--- config.mk ---
export PLATFORM = sky130hd
export DESIGN_NAME = ace_snoop_collector
export DESIGN_NICKNAME = d
export VERILOG_FILES = /design/src/rtl/ace_snoop_collector.sv
export SDC_FILE = /design/constraint.sdc
export NUM_CORES = 1
export LEC_CHECK = 0
export ABC_AREA = 1
export CORE_ASPECT_RATIO = 0.8
export CORE_MARGIN = 2
export CORE_UTILIZATION = 40
export DETAILED_ROUTE_END_ITERATION = 8
export PLACE_DENSITY = 0.81
export SLEW_MARGIN = 10
export SYNTH_ARGS = -nofsm -noshare
export SYNTH_HDL_FRONTEND = slang
export SYNTH_SLANG_ARGS = --single-unit
--- constraint.sdc ---
create_clock -name clk_i -period 2.1 [get_ports clk_i]
set_input_delay 0.21 -clock clk_i [delete_from_list [all_inputs] [get_ports clk_i]]
set_output_delay 0.21 -clock clk_i [all_outputs]
set_load 0.005 [all_outputs]
--- src/rtl/ace_snoop_collector.sv ---
// ACE snoop fan-out / CR response collector.
// One AC request broadcast to all masters; CR responses merged into one.
package snoop_pkg;
  typedef logic [3:0] acsnoop_t;
  typedef logic [2:0] acprot_t;
  typedef struct packed {
    logic was_unique;
    logic is_shared;
    logic pass_dirty;
    logic error;
    logic data_transfer;
  } crresp_t;
  localparam acsnoop_t SNP_READ_SHARED  = 4'b0001;
  localparam acsnoop_t SNP_DVM_COMPLETE = 4'b1110;
  localparam acsnoop_t SNP_DVM_MESSAGE  = 4'b1111;
endpackage

module ace_snoop_collector
  import snoop_pkg::*;
#(
  parameter int unsigned NoPorts   = 2,
  parameter int unsigned AddrWidth = 64,
  parameter int unsigned IdxW      = NoPorts > 1 ? $clog2(NoPorts) : 1
) (
  input  logic                   clk_i,
  input  logic                   rst_ni,
  input  logic                   slv_ac_valid_i,
  output logic                   slv_ac_ready_o,
  input  logic [AddrWidth-1:0]   slv_ac_addr_i,
  input  acsnoop_t               slv_ac_snoop_i,
  input  acprot_t                slv_ac_prot_i,
  output logic [NoPorts-1:0]     mst_ac_valid_o,
  input  logic [NoPorts-1:0]     mst_ac_ready_i,
  output logic [AddrWidth-1:0]   mst_ac_addr_o,
  output acsnoop_t               mst_ac_snoop_o,
  output acprot_t                mst_ac_prot_o,
  input  logic [NoPorts-1:0]     mst_cr_valid_i,
  output logic [NoPorts-1:0]     mst_cr_ready_o,
  input  logic [NoPorts*5-1:0]   mst_cr_resp_i,
  output logic                   slv_cr_valid_o,
  input  logic                   slv_cr_ready_i,
  output crresp_t                slv_cr_resp_o,
  output logic                   slv_cr_data_vld_o,
  output logic [IdxW-1:0]        slv_cr_data_sel_o
);

  localparam logic [1:0] S_IDLE = 2'd0;
  localparam logic [1:0] S_WAIT = 2'd1;
  localparam logic [1:0] S_RESP = 2'd2;

  logic [1:0]           state_q, state_d;
  logic [AddrWidth-1:0] addr_q, addr_d;
  acsnoop_t             snoop_q, snoop_d;
  acprot_t              prot_q, prot_d;
  logic [NoPorts-1:0]   ac_done_q, ac_done_d;
  logic [NoPorts-1:0]   cr_done_q, cr_done_d;
  crresp_t              acc_q, acc_d;
  logic                 sel_vld_q, sel_vld_d;
  logic [IdxW-1:0]      sel_q, sel_d;

  crresp_t              resp_a [NoPorts];
  logic [NoPorts-1:0]   ac_hs, cr_hs;
  logic                 in_wait, is_dvm;

  assign in_wait = state_q == S_WAIT;
  assign is_dvm  = snoop_q == SNP_DVM_MESSAGE ||
                   snoop_q == SNP_DVM_COMPLETE;

  assign slv_ac_ready_o = state_q == S_IDLE;
  assign mst_ac_valid_o = in_wait ? ~ac_done_q : '0;
  assign mst_cr_ready_o = in_wait ? (ac_done_q & ~cr_done_q) : '0;
  assign ac_hs = mst_ac_valid_o & mst_ac_ready_i;
  assign cr_hs = mst_cr_valid_i & mst_cr_ready_o;

  assign mst_ac_addr_o  = addr_q;
  assign mst_ac_snoop_o = snoop_q;
  assign mst_ac_prot_o  = prot_q;

  // DVM snoops never move data, whatever the masters claim
  always_comb begin
    slv_cr_resp_o = acc_q;
    if (is_dvm) begin
      slv_cr_resp_o.data_transfer = 1'b0;
      slv_cr_resp_o.pass_dirty    = 1'b0;
    end
  end
  assign slv_cr_valid_o    = state_q == S_RESP;
  assign slv_cr_data_vld_o = sel_vld_q & ~is_dvm;
  assign slv_cr_data_sel_o = sel_q;

  always_comb begin
    for (int i = 0; i < NoPorts; i++) begin
      resp_a[i] = crresp_t'(mst_cr_resp_i[5*i +: 5]);
    end
  end

  always_comb begin
    state_d   = state_q;
    addr_d    = addr_q;
    snoop_d   = snoop_q;
    prot_d    = prot_q;
    ac_done_d = ac_done_q;
    cr_done_d = cr_done_q;
    acc_d     = acc_q;
    sel_vld_d = sel_vld_q;
    sel_d     = sel_q;
    unique case (state_q)
      S_IDLE: begin
        if (slv_ac_valid_i) begin
          addr_d    = slv_ac_addr_i;
          snoop_d   = slv_ac_snoop_i;
          prot_d    = slv_ac_prot_i;
          ac_done_d = '0;
          cr_done_d = '0;
          acc_d     = '0;
          sel_vld_d = 1'b0;
          sel_d     = '0;
          state_d   = S_WAIT;
        end
      end
      S_WAIT: begin
        ac_done_d = ac_done_q | ac_hs;
        cr_done_d = cr_done_q | cr_hs;
        // ascending scan: first recorded source sticks, lowest index wins ties
        for (int i = 0; i < NoPorts; i++) begin
          if (cr_hs[i]) begin
            acc_d = crresp_t'(acc_d | resp_a[i]);
            if (resp_a[i].data_transfer && !sel_vld_d) begin
              sel_vld_d = 1'b1;
              sel_d     = IdxW'(i);
            end
          end
        end
        if (&cr_done_d) state_d = S_RESP;
      end
      S_RESP: begin
        if (slv_cr_ready_i) state_d = S_IDLE;
      end
      default: state_d = S_IDLE;
    endcase
  end

  always_ff @(posedge clk_i or negedge rst_ni) begin
    if (!rst_ni) begin
      state_q   <= S_IDLE;
      addr_q    <= '0;
      snoop_q   <= '0;
      prot_q    <= '0;
      ac_done_q <= '0;
      cr_done_q <= '0;
      acc_q     <= '0;
      sel_vld_q <= 1'b0;
      sel_q     <= '0;
    end else begin
      state_q   <= state_d;
      addr_q    <= addr_d;
      snoop_q   <= snoop_d;
      prot_q    <= prot_d;
      ac_done_q <= ac_done_d;
      cr_done_q <= cr_done_d;
      acc_q     <= acc_d;
      sel_vld_q <= sel_vld_d;
      sel_q     <= sel_d;
    end
  end

endmodule

==> metrics <==
status finished clean; largest family of logic cells by synthesized area simple AND/OR/NAND/NOR gates; register area share after synthesis 62.4%; Root Driver clkbuf_8; Area Growth Syn to Fin 60.8%; crit share post-route 95.4%; Lkg Pwr 2.69 nW; gr ovfl total 0; Ant. Diodes 0; PortBufs 172; drt pass-1 iters 4; max-slew violations 0; Power Dens Cells 1400 mW/mm²; Seq cells post-synth 84; Slew @ Worst Pin 0.507 ns; cell count after synthesis 395; RSZ-0062 raised after global routing false; Critical-path top delay cell clkdlybuf4s50_1; Synth area leader dfrtp_1; Fin. Hold Viols 0; clk sink count 84; vias in the first global route 3080; clock latency on the worst-skew pair 0.34 ns; Synth top area share 62.4%; Synthesis Warnings 0; required time of the worst setup path 1.89 ns; layout cells sized above 1 4.91%; routability cong. 0.777; commonest cells after routing, fill and taps aside 243 x nand2_1, 171 x clkdlybuf4s50_1, 84 x dfrtp_1, 16 x inv_1, 12 x nand3_1; max_cap viols 0; DIE HEIGHT 86.1 µm; clock buffer depth 2; DRT iter0 DRCs 161; CP max stage delay 0.56 ns; H-tree Lvls 3; Compound-Gate Fraction of Synth Area 1.19%; post-synthesis mux area share 0%; GRT Util Overall 20.5%; post-synthesis adder-cell area fraction 0%; cell family with most CP delay buffers and inverters; skew final 0.00621 ns; Bufs and invs on worst path 2; post-synth net total 484; Clock Pin Slew Worst Setup and Hold Paths 0.08 ns; # Post-CTS Setup Buffers 0; drt drc 0; synth top area cells dfrtp_1 62%, nand2_1 27%, buf_4 2.2%; Post-Syn Area per Cell 8.53 µm²; # nets final 654; Ports 173; Slew HR 66.2%; Cell variety after synth 19; peak supply drop 0.694 mV; cell area after synthesis 0.00337 mm²; endpoints failing setup 0; commonest non-fill, non-tap cell in the layout nand2_1; hold slack final 0.395 ns; DIE AREA 0.00918 mm²; setup tns final 0 ns; row cnt 29; post-synthesis xor/xnor area fraction 0%; CORE AREA 0.00806 mm²; fillcell total 659; Die X 107 µm; final wirelength 9.14 mm; DR vias 3079; wire length per cell 13.5 µm; Critical Path Fanout Max 7; Startpoint Class flop; CTS Buf Count 9; wire length of the first global-routing pass 14.8 mm; min cycle time layout 2.00 ns; antenna viol nets, final 0; critical path arrival 1.79 ns; CP Capture Type primary output; vias per inst 4.54; Critical Path, Cell by Cell inv_1, nand2_2, nor2_2, clkdlybuf4s50_1; initial antenna violation count 0; crit path kind reg2out; final core occ 67.3%; CTS tree yes; Post-Synth Simple-Gate Area 31.2%; initial core utilization 41.8%; Max Freq 499 MHz; largest net degree at the start of global routing 80; hold crit path type in2async; detailed placement HPWL 6.68 mm
power by group:
group | switching (mW) | internal, mW | total (mW)
Combinational | 1.51 | 1.94 | 3.46
Sequential | 0.446 | 2.38 | 2.83
Clock | 0.561 | 0.739 | 1.30
sequential cells by signal, indices dropped and copies added (netlist names):
register / flops
acc_q: 2
ac_done_q: 2
slv_cr_resp_o: 3
mst_ac_snoop_o: 4
mst_ac_addr_o: 64
state_q: 2
slv_cr_data_sel_o: 1
mst_ac_prot_o: 3
sel_vld_q: 1
cr_done_q: 2
synthesized netlist by cell type:
master / n
a22oi_1: 1
nand4_1: 3
a21oi_1: 2
clkbuf_1: 6
o21ai_1: 1
inv_2: 1
buf_4: 10
nor2_2: 2
nand3_1: 12
o211ai_1: 1
buf_2: 3
nand2_4: 1
dfrtp_1: 84
nor2_1: 5
nand2_1: 243
inv_1: 16
o21ai_0: 2
nand2_2: 1
nor2_4: 1
metrics by stage:
step | std cells | total power, mW | cell area [µm²] | setup WS, ns
after floorplan | 395 | 4.26 | 3370 | 0.898
after global placement | 661 | 6.22 | 5170 | 0.511
final | 678 | 7.59 | 5420 | 0.0974
after CTS | 678 | 7.70 | 5420 | 0.0882
after global routing | 678 | 8.20 | 5420 | 0.0248
after detailed placement | 661 | 6.35 | 5170 | 0.459
logic make-up after synthesis:
group / count (synthesis)
DFF: 84
buffers and inverters: 36
AOI/OAI and AO/OA: 7
and+or+nand+nor: 268
layer usage:
metal / global-route usage, % / up-vias / wire length, µm
met2: 35.1 / 133 / 4370
met3: 8.21 / 10 / 932
met4: 5.19 / 0 / 110
met1: 24.2 / 1405 / 3720
met5: 0 / - / 0
li1: - / 1531 / -
what timing repair did:
item	4_1_cts	5_1_grt
resized for setup	0	0
endpoints found under the hold margin	40	0
hold buffers	1	0
final timing paths:
check / startpoint / endpoint / slack (ns) / cells after the start
min in group clk_i: slv_ac_addr_i[23] / mst_ac_addr_o[23] / 0.39 / 3
setup / recovery: state_q[1] / mst_cr_ready_o[1] / 0.1 / 4
hold / removal: rst_ni / acc_q[2] / 0.39 / 2
hold reg to reg: mst_ac_addr_o[50] / mst_ac_addr_o[50] / 0.48 / 2
max in group asynchronous: rst_ni / mst_ac_addr_o[40] / 1.03 / 3
setup reg to reg: state_q[0] / cr_done_q[0] / 0.70 / 7
final cells by class:
cell class / instances / area [µm²] / area share, %
clock inverter: 5 / 82.6 / 1.52
sequential: 84 / 2100 / 38.8
inverter: 17 / 63.8 / 1.18
timing repair buffer: 178 / 1790 / 33.1
tap: 108 / 135 / 2.49
clock buffer: 11 / 151 / 2.79
multi-input combinational: 275 / 1090 / 20.1
Power figures use the tool's default switching activity.
